<file path="src/rtl/stack_unit_if.sv">
// Push/pop bus between the control unit (master) and the operand stack (slave).
// Optional next-on-stack signals are present when STACK_NOS_EN is defined.
interface stack_unit_if #(
  parameter int WIDTH = 8,
  parameter int CNT_W = 5
);
  logic             push;
  logic             pop;
  logic [WIDTH-1:0] din;
  logic             clear_err;
  logic [WIDTH-1:0] tos;
  logic             tos_zero;
  logic             empty;
  logic             full;
  logic [CNT_W-1:0] count;
  logic             overflow;
  logic             underflow;
`ifdef STACK_NOS_EN
  logic [WIDTH-1:0] nos;
  logic             two_valid;
`endif

`ifdef STACK_NOS_EN
  modport master (
    output push, pop, din, clear_err,
    input  tos, tos_zero, empty, full, count, overflow, underflow, nos, two_valid
  );
  modport slave (
    input  push, pop, din, clear_err,
    output tos, tos_zero, empty, full, count, overflow, underflow, nos, two_valid
  );
`else
  modport master (
    output push, pop, din, clear_err,
    input  tos, tos_zero, empty, full, count, overflow, underflow
  );
  modport slave (
    input  push, pop, din, clear_err,
    output tos, tos_zero, empty, full, count, overflow, underflow
  );
`endif
endinterface

</file>
<file path="src/rtl/stack_unit.sv">
// Hardware operand stack for the multicycle stack-machine datapath.
// LIFO of DEPTH x WIDTH words with occupancy count, full/empty decode and
// sticky overflow/underflow flags. Top of stack is read combinationally.
// Optional macro STACK_NOS_EN adds the next-on-stack outputs nos/two_valid.
module stack_unit #(
  parameter int WIDTH = 8,
  parameter int DEPTH = 16,
  parameter int CNT_W = $clog2(DEPTH) + 1
) (
  input  logic         clk,
  input  logic         reset_n,
  stack_unit_if.slave  bus
);

  localparam int AW = $clog2(DEPTH);
  localparam logic [CNT_W-1:0] FULL_CNT = CNT_W'(DEPTH);
  localparam logic [CNT_W-1:0] ZERO_CNT = {CNT_W{1'b0}};
  localparam logic [CNT_W-1:0] ONE_CNT  = CNT_W'(1);

  logic [WIDTH-1:0] mem_q [DEPTH];
  logic [CNT_W-1:0] count_q, count_d;
  logic             overflow_q, overflow_d;
  logic             underflow_q, underflow_d;

  logic             empty_s;
  logic             full_s;
  logic [AW-1:0]    top_idx_s;
  logic [WIDTH-1:0] tos_s;
  logic             wr_en_s;
  logic [AW-1:0]    wr_addr_s;

  // When full the low AW bits of count wrap to 0, so subtracting 1 still
  // lands on DEPTH-1; when empty the index is unused because tos is gated.
  assign empty_s   = (count_q == ZERO_CNT);
  assign full_s    = (count_q == FULL_CNT);
  assign top_idx_s = count_q[AW-1:0] - AW'(1);

  // Top-of-stack read path, forced to zero when nothing is stored.
  always_comb begin
    tos_s = {WIDTH{1'b0}};
    if (!empty_s) begin
      tos_s = mem_q[top_idx_s];
    end else begin
      tos_s = {WIDTH{1'b0}};
    end
  end

  // Next-state decode for count, storage write and sticky error flags.
  always_comb begin
    count_d     = count_q;
    wr_en_s     = 1'b0;
    wr_addr_s   = count_q[AW-1:0];
    // Clear first so that an error raised in the same cycle wins.
    if (bus.clear_err) begin
      overflow_d  = 1'b0;
      underflow_d = 1'b0;
    end else begin
      overflow_d  = overflow_q;
      underflow_d = underflow_q;
    end
    case ({bus.push, bus.pop})
      2'b10: begin
        if (!full_s) begin
          wr_en_s   = 1'b1;
          wr_addr_s = count_q[AW-1:0];
          count_d   = count_q + ONE_CNT;
        end else begin
          overflow_d = 1'b1;
        end
      end
      2'b01: begin
        if (!empty_s) begin
          count_d = count_q - ONE_CNT;
        end else begin
          underflow_d = 1'b1;
        end
      end
      2'b11: begin
        // Fused pop-operate-push: overwrite the top in place; never overflows.
        if (!empty_s) begin
          wr_en_s   = 1'b1;
          wr_addr_s = top_idx_s;
        end else begin
          underflow_d = 1'b1;
          wr_en_s     = 1'b1;
          wr_addr_s   = {AW{1'b0}};
          count_d     = ONE_CNT;
        end
      end
      default: begin
        count_d = count_q;
      end
    endcase
  end

  // Control state: occupancy and sticky flags, cleared asynchronously.
  always_ff @(posedge clk or negedge reset_n) begin
    if (!reset_n) begin
      count_q     <= ZERO_CNT;
      overflow_q  <= 1'b0;
      underflow_q <= 1'b0;
    end else begin
      count_q     <= count_d;
      overflow_q  <= overflow_d;
      underflow_q <= underflow_d;
    end
  end

  // Storage array; contents are not reset since they are hidden while empty.
  always_ff @(posedge clk) begin
    if (wr_en_s) begin
      mem_q[wr_addr_s] <= bus.din;
    end
  end

  assign bus.tos       = tos_s;
  assign bus.tos_zero  = !empty_s && (tos_s == {WIDTH{1'b0}});
  assign bus.empty     = empty_s;
  assign bus.full      = full_s;
  assign bus.count     = count_q;
  assign bus.overflow  = overflow_q;
  assign bus.underflow = underflow_q;

`ifdef STACK_NOS_EN
  logic             two_valid_s;
  logic [AW-1:0]    nos_idx_s;
  logic [WIDTH-1:0] nos_s;

  assign two_valid_s = (count_q >= CNT_W'(2));
  assign nos_idx_s   = count_q[AW-1:0] - AW'(2);

  // Next-on-stack read path, valid only with at least two entries.
  always_comb begin
    nos_s = {WIDTH{1'b0}};
    if (two_valid_s) begin
      nos_s = mem_q[nos_idx_s];
    end else begin
      nos_s = {WIDTH{1'b0}};
    end
  end

  assign bus.nos       = nos_s;
  assign bus.two_valid = two_valid_s;
`endif

endmodule

</file>
<file path="src/flat_wrapper.sv">
// flat-port wrapper written by rule: the top's interface ports become plain ports
module stack_unit_flat 
#(
  parameter int WIDTH = 8,
  parameter int DEPTH = 16,
  parameter int CNT_W = $clog2(DEPTH) + 1
)
  (clk, reset_n, bus_push, bus_pop, bus_din, bus_clear_err, bus_tos, bus_tos_zero, bus_empty, bus_full, bus_count, bus_overflow, bus_underflow);
  stack_unit_if #(.WIDTH(WIDTH), .CNT_W(CNT_W)) bus_i ();
  input  logic clk;
  input  logic reset_n;
  input wire logic [$bits(bus_i.push)-1:0] bus_push;
  input wire logic [$bits(bus_i.pop)-1:0] bus_pop;
  input wire logic [$bits(bus_i.din)-1:0] bus_din;
  input wire logic [$bits(bus_i.clear_err)-1:0] bus_clear_err;
  output wire logic [$bits(bus_i.tos)-1:0] bus_tos;
  output wire logic [$bits(bus_i.tos_zero)-1:0] bus_tos_zero;
  output wire logic [$bits(bus_i.empty)-1:0] bus_empty;
  output wire logic [$bits(bus_i.full)-1:0] bus_full;
  output wire logic [$bits(bus_i.count)-1:0] bus_count;
  output wire logic [$bits(bus_i.overflow)-1:0] bus_overflow;
  output wire logic [$bits(bus_i.underflow)-1:0] bus_underflow;
  assign bus_i.push = bus_push;
  assign bus_i.pop = bus_pop;
  assign bus_i.din = bus_din;
  assign bus_i.clear_err = bus_clear_err;
  assign bus_tos = bus_i.tos;
  assign bus_tos_zero = bus_i.tos_zero;
  assign bus_empty = bus_i.empty;
  assign bus_full = bus_i.full;
  assign bus_count = bus_i.count;
  assign bus_overflow = bus_i.overflow;
  assign bus_underflow = bus_i.underflow;
  stack_unit #(.WIDTH(WIDTH), .DEPTH(DEPTH), .CNT_W(CNT_W)) u_core (.clk(clk), .reset_n(reset_n), .bus(bus_i));
endmodule
</file>
<file path="config.mk">
export PLATFORM = sky130hd
export DESIGN_NAME = stack_unit_flat
export DESIGN_NICKNAME = d
export VERILOG_FILES = /design/src/rtl/stack_unit_if.sv /design/src/rtl/stack_unit.sv /design/src/flat_wrapper.sv
export SDC_FILE = /design/constraint.sdc
export NUM_CORES = 1
export LEC_CHECK = 0
export BUFFER_PORTS_ARGS = -buffer_cell sky130_fd_sc_hd__buf_2
export CAP_MARGIN = 10
export CORE_MARGIN = 10
export CORE_UTILIZATION = 55
export CTS_CLUSTER_SIZE = 14
export DETAILED_ROUTE_END_ITERATION = 8
export PLACE_DENSITY = 0.73
export SYNTH_ARGS = -nofsm -noshare
export SYNTH_HDL_FRONTEND = slang
export SYNTH_SLANG_ARGS = --single-unit
</file>
<file path="constraint.sdc">
create_clock -name clk -period 5.5 [get_ports clk]
set_input_delay 1.1 -clock clk [delete_from_list [all_inputs] [get_ports clk]]
set_output_delay 1.1 -clock clk [all_outputs]
set_load 0.01 [all_outputs]
</file>
==> results.txt, run 1 <==
Run status -> complete, no violations
First-pass GRT wire length -> 18300 um
R2R setup slack -> 1.85 ns
Average wire per standard cell -> 23.5 um
ANT cells -> 0
Clk sinks -> 135
Rows -> 37
Critical path required time -> 4.40 ns
GR Util met3 -> 0.0486
Post-Synthesis Cells -> 312
Initial Utilization -> 0.559
Chip height -> 122 um
Worst-path maximum fanout -> 17
Seq/Total Area, Yosys -> 0.706
Crit path capture type -> output pin
Hold Violations, Final -> 0
Synth Register Bits -> 135
Launch point of the worst reg-to-reg path -> u_core.bus.count[1]$_DFFE_PN0P_
CP delay by family, top -> multiplexers
Crit path cell chain -> inv_1 > ha_1 > xor2_4 > mux4_1 > mux2i_1 > nor2_1 > o32a_1 > nor4_2 > buf_2
DRC -> 0
Sequential cell area -> 0.00402 mm2
Clock skew -> 0.0126 ns
Total of max-cap violations -> 0
Antenna violations before repair -> 0
CP peak stage delay -> 0.67 ns
Met1 usage -> 0.225
R2R cell count -> 8
Max-slew headroom -> 0.361
Worst-path clk slew -> 0.06 ns
P_leak -> 2.24 nW
Multi-input logic area -> 0.00155 mm2
Post-synth ARST share -> 0.0519
Bufs on Longest Clock Path -> 2
Die width -> 122 um
Syn-to-layout area delta -> 15.2%
Via count -> 3086
WP data arrival -> 3.82 ns
# hold bufs at CTS -> 0
Core Util, Final -> 0.644
Layout cells sized above 1 -> 0.271
RSZ-0062 raised after global routing -> false
Number of global-route vias before repair -> 3144
Slew @ Worst Pin -> 0.956 ns
Final GP Congestion -> 0.879
Max stage delay cell, worst path -> mux4_1
VDD IR max -> 0.000325 V
EDFF count, synth -> 128
Die area -> 0.0148 mm2
Slew Viols, Final -> 0
Final wirelength -> 11800 um
Met2 usage -> 0.248
CTS tree -> built
Yosys cell types -> 45
Power per Cell Area -> 595 mW/mm2
Core area -> 0.0102 mm2
Max Fclk -> 0.203 GHz
GRT Resource Usage Total -> 0.168
Leading cell type in the layout, fill and taps excluded -> edfxtp_1
Final Cell Area -> 0.00656 mm2
Setup-failing EPs final -> 0
CTS root buffer -> clkbuf_8
Synthesized area per cell -> 18.3 um2
Syn_nets -> 331
Nets -> 371
Worst R2R End -> u_core.mem_q[1][2]$_DFFE_PP_
Most frequent cells in the layout -> 128 x edfxtp_1, 30 x buf_2, 26 x nor2_1
Synth Cell Area -> 0.00569 mm2
Synth warnings -> 0
Most used DFF post-synth -> edfxtp_1
CP Class -> flop to output pin
Num ports -> 31
Post-route ant nets -> 0
Drt first pass iters -> 5
Setup TNS -> 0 ns
Port Buf Inserts -> 30
CTS Buf Count -> 17
Worst-skew pair later-pin latency -> 0.52 ns
Period utilisation layout -> 0.894
Buffer count from post-CTS setup fixing -> 0
Type of the worst min-delay path -> input port to async pin
GRT busiest layer -> met2
Largest net degree at the start of global routing -> 32
HPWL Detailed -> 7530 um
Startpoint Class -> flop
Final global-route overflow total -> 0
Filler cell count -> 707
H-tree levels -> 4
Crit path buf inv count -> 2
Iteration-0 DRC Markers -> 327
Post-cts sizing count -> 0
Placed cell area -> 0.00594 mm2
Via density -> 6.16
Fin crit period -> 4.92 ns
==> Yosys cell counts (2+ instances only) <==
master | count | area share
nor2_1 | 26 | 0.017
a31oi_1 | 3 | 0.0033
buf_6 | 3 | 0.0059
nor3_1 | 5 | 0.0044
xnor2_1 | 3 | 0.0046
a221oi_1 | 4 | 0.0062
o31ai_1 | 2 | 0.0026
and2_1 | 2 | 0.0022
mux4_1 | 7 | 0.032
a21oi_1 | 7 | 0.0062
a22o_1 | 4 | 0.0062
ha_1 | 5 | 0.011
nor2b_1 | 2 | 0.0022
nand2_1 | 16 | 0.011
o21ai_0 | 7 | 0.0062
mux4_2 | 25 | 0.099
clkbuf_1 | 5 | 0.0033
clkbuf_8 | 3 | 0.0073
nand2b_1 | 4 | 0.0044
nor4_1 | 3 | 0.0033
edfxtp_1 | 128 | 0.68
a41oi_1 | 2 | 0.0031
mux2i_1 | 4 | 0.0070
dfrtp_1 | 7 | 0.031
inv_1 | 7 | 0.0046
nand3_1 | 8 | 0.0070
or2_2 | 2 | 0.0022
==> metal layers <==
| metal | up-vias | wire length [um] |
|---|---|---|
| met5 | - | 0 |
| met4 | 0 | 354 |
| met3 | 33 | 909 |
| met2 | 154 | 5700 |
| met1 | 1541 | 4820 |
| li1 | 1358 | - |
==> through the flow <==
step | power [mW] | hold slack [ns] | worst slack, ns | std cells
after global routing | 4.11 | 0.399 | 0.336 | 501
after global placement | 2.73 | 0.510 | 1.17 | 469
after detailed placement | 2.75 | 0.523 | 1.13 | 469
after floorplan | 2.34 | 0.542 | 1.05 | 312
final | 3.90 | 0.414 | 0.582 | 501
after CTS | 3.92 | 0.401 | 0.542 | 501
==> logic make-up (layout without fill, tap and decap cells) <==
group / count (synthesis) / count (layout) / share of synthesized area
mux: 36 / 36 / 0.138
flops: 135 / 135 / 0.706
fa+ha+maj: 6 / 6 / 0.0145
compound gates: 36 / 36 / 0.0444
buf+inv: 20 / 73 / 0.0226
simple gates: 75 / 75 / 0.0650
xor+xnor: 4 / 4 / 0.00945
==> flip-flops by register name, summed over array words and instances, names as in the netlist <==
signal and count:
u_core.bus.count 5, u_core.bus.underflow 1, u_core.mem_q 128, u_core.bus.overflow 1
==> power breakdown <==
group | switching, mW | internal, mW | total [mW]
Combinational | 0.826 | 0.614 | 1.44
Sequential | 0.0587 | 1.24 | 1.30
Clock | 0.431 | 0.738 | 1.17
Total | 1.32 | 2.59 | 3.90
==> worst max-delay path by stage <==
stage | from | slack (ns) | cells past startpoint | to
CTS | u_core.bus.count[1]$_DFFE_PN0P_ | 0.54 | 9 | bus_tos_zero
detailed placement | u_core.bus.count[1]$_DFFE_PN0P_ | 1.13 | 9 | bus_tos_zero
global route | u_core.bus.count[1]$_DFFE_PN0P_ | 0.34 | 9 | bus_tos_zero
floorplan | u_core.bus.count[0]$_DFFE_PN0P_ | 1.05 | 11 | bus_tos_zero
global placement | u_core.bus.count[0]$_DFFE_PN0P_ | 1.17 | 9 | bus_tos_zero
finish | u_core.bus.count[1]$_DFFE_PN0P_ | 0.58 | 9 | bus_tos_zero
==> layout make-up <==
type | count | area share
clock buffers | 17 | 0.0631
clock inverters | 15 | 0.0307
inverters | 7 | 0.00401
multi-input cells | 157 | 0.236
flip-flops and latches | 135 | 0.613
well taps | 136 | 0.0259
repair buffers | 34 | 0.0275
Note: power is estimated with default switching activity, not from simulation.
==> inputs of run 2 (changes only) <==
--- a/constraint.sdc
+++ b/constraint.sdc
@@ -3,2 +3,2 @@
 set_output_delay 1.1 -clock clk [all_outputs]
-set_load 0.01 [all_outputs]
+set_load 0.005 [all_outputs]
==> run 2 against run 1 <==
Compared with the run above: register-to-register slack improved by 0.10 ns; core utilization decreased by 0.14 points; clock-buffer cell count increased by 2; first-iteration DRC count increased by 6.4%; combinational power decreased by 3%; global-route usage decreased by 0.23 points; via count increased by 1.3%; worst setup slack got worse by 0.0054 ns.
==> results.txt, run 2 (synthesized netlist as in run 1, its figures left out) <==
DRC -> 0 (unchanged)
Total of max-cap violations -> 0 (unchanged)
Iteration-0 DRC Markers -> 348 (+6.4%)
Worst-skew pair later-pin latency -> 0.52 ns (about the same)
Bufs on Longest Clock Path -> 2 (unchanged)
Die width -> 122 um (unchanged)
R2R cell count -> 8 (unchanged)
Hold Violations, Final -> 0 (unchanged)
Average wire per standard cell -> 23.5 um (+0.17%)
Clk sinks -> 135 (unchanged)
Run status -> complete, no violations
Via density -> 6.24 (+1.3%)
Max Fclk -> 0.203 GHz (-0.11%)
Number of global-route vias before repair -> 3140 (-0.13%)
Chip height -> 122 um (unchanged)
CTS tree -> built
GRT busiest layer -> met2
Biggest register -> u_core.mem_q
Setup TNS -> 0 ns (unchanged)
Seq pwr share -> 0.337 (+0.005)
CTS root buffer -> clkbuf_8
ANT cells -> 0 (unchanged)
Met2 usage -> 0.248 (unchanged)
Worst-path maximum fanout -> 17 (unchanged)
Fin crit period -> 4.92 ns (+0.00537 ns)
Slew @ Worst Pin -> 0.969 ns (+0.0136 ns)
Initial Utilization -> 0.559 (unchanged)
P_leak -> 2.23 nW (-0.38%)
Slew Viols, Final -> 0 (unchanged)
Clk pwr share -> 0.298 (about the same)
GR Util met3 -> 0.0486 (unchanged)
Max FFs per register -> 128 (unchanged)
Num ports -> 31 (unchanged)
Critical path required time -> 4.40 ns (about the same)
# hold bufs at CTS -> 0 (unchanged)
VDD IR max -> 0.000425 V (+31%)
Port Buf Inserts -> 30 (unchanged)
Worst-path clk slew -> 0.06 ns (about the same)
Via count -> 3127 (+1.3%)
Sw Pwr -> 1.26 mW (-4.1%)
Total Power -> 3.85 mW (-1.5%)
Final GP Congestion -> 0.879 (unchanged)
Startpoint Class -> flop
H-tree levels -> 4 (unchanged)
Setup-failing EPs final -> 0 (unchanged)
Switch share -> 0.328 (-0.00872)
Clock skew -> 0.0132 ns (+0.000669 ns)
First-pass GRT wire length -> 18200 um (-0.79%)
Most frequent cells in the layout -> 128 x edfxtp_1, 30 x buf_2, 26 x nor2_1
Crit path capture type -> output pin
Final global-route overflow total -> 0 (unchanged)
Max-slew headroom -> 0.352 (-0.00908)
P_int -> 2.58 mW (-0.22%)
HPWL Detailed -> 7630 um (+1.4%)
Antenna violations before repair -> 0 (unchanged)
Leading cell type in the layout, fill and taps excluded -> edfxtp_1
Syn-to-layout area delta -> 14.9%
WP data arrival -> 3.82 ns (about the same)
Power per Cell Area -> 588 mW/mm2 (-1.3%)
Die area -> 0.0148 mm2 (unchanged)
CTS Buf Count -> 17 (unchanged)
Launch point of the worst reg-to-reg path -> u_core.bus.count[1]$_DFFE_PN0P_
Drt first pass iters -> 5 (unchanged)
Layout cells sized above 1 -> 0.268 (-0.00274)
Worst R2R End -> u_core.mem_q[2][1]$_DFFE_PP_
Type of the worst min-delay path -> input port to async pin
Rows -> 37 (unchanged)
Post-route ant nets -> 0 (unchanged)
GRT Resource Usage Total -> 0.166 (-0.00225)
Met1 usage -> 0.226 (+0.00135)
Logic pwr share -> 0.365 (-0.004)
CP Class -> flop to output pin
Core area -> 0.0102 mm2 (unchanged)
Period utilisation layout -> 0.895 (+0.000976)
Nets -> 371 (unchanged)
RSZ-0062 raised after global routing -> false
Post-cts sizing count -> 0 (unchanged)
Largest net degree at the start of global routing -> 32 (unchanged)
Buffer count from post-CTS setup fixing -> 0 (unchanged)
R2R setup slack -> 1.95 ns (+0.10 ns)
Final wirelength -> 11800 um (+0.17%)
## run 2: changes by cell type in the layout (fill, tap and decap cells not counted)
cell        delta
clkbuf_1       +2
clkinv_2       +2
clkinv_4       -2
inv_6          -2
clkinv_1       -1
clkinvlp_4     +1
## run 2: worst max-delay path, cell delays in order, from the launching register on
cell and delay [ns]:
dfrtp_1 0.48, inv_1 0.18, ha_1 0.33, xor2_4 0.62, mux4_1 0.65, mux2i_1 0.20, nor2_1 0.06, o32a_1 0.36
nor4_2 0.25, buf_2 0.17
## run 2: per-stage QoR
stage	setup slack [ns]	util	hold slack (ns)	area, um2	cells
2_1_floorplan	1.15	-	0.504	5690	312
3_3_place_gp	1.19	0.584	0.510	5940	469
3_5_place_dp	1.15	0.584	0.540	5940	469
4_1_cts	0.568	0.643	0.403	6550	501
5_1_grt	0.363	0.643	0.407	6550	501
6_report	0.576	0.643	0.414	6550	501
## run 2: cell type report
class	instances	area [um2]
multi-input combinational	157	1550
sequential	135	4020
timing repair buffer	34	180
clock buffer	19	422
clock inverter	13	180
tap	136	170
fill	727	3640
inverter	7	26.3
## run 2: worst max-delay path by stage
| stage | startpoint | end | slack, ns | depth (start not counted) |
|---|---|---|---|---|
| final | u_core.bus.count[1]$_DFFE_PN0P_ | bus_tos_zero | 0.58 | 9 |
| after global routing | u_core.bus.count[1]$_DFFE_PN0P_ | bus_tos_zero | 0.36 | 9 |
| after global placement | u_core.bus.count[0]$_DFFE_PN0P_ | bus_tos_zero | 1.19 | 9 |
| after floorplan | u_core.bus.count[0]$_DFFE_PN0P_ | bus_tos_zero | 1.15 | 11 |
| after detailed placement | u_core.bus.count[1]$_DFFE_PN0P_ | bus_tos_zero | 1.15 | 9 |
| after CTS | u_core.bus.count[1]$_DFFE_PN0P_ | bus_tos_zero | 0.57 | 9 |
## run 2: metal layers
| layer | routed length [um] | up-vias |
|---|---|---|
| met5 | 0 | - |
| met4 | 183 | 0 |
| met3 | 869 | 22 |
| met2 | 5680 | 142 |
| met1 | 5070 | 1606 |
| li1 | - | 1357 |
## run 2: power groups by stage
stage | logic, mW | clock network [mW] | registers [mW]
after global routing | 1.52 | 1.20 | 1.31
final | 1.40 | 1.15 | 1.30
after floorplan | 1.01 | 0 | 1.29
after global placement | 1.37 | 0 | 1.31
after detailed placement | 1.39 | 0 | 1.32
after CTS | 1.40 | 1.16 | 1.29
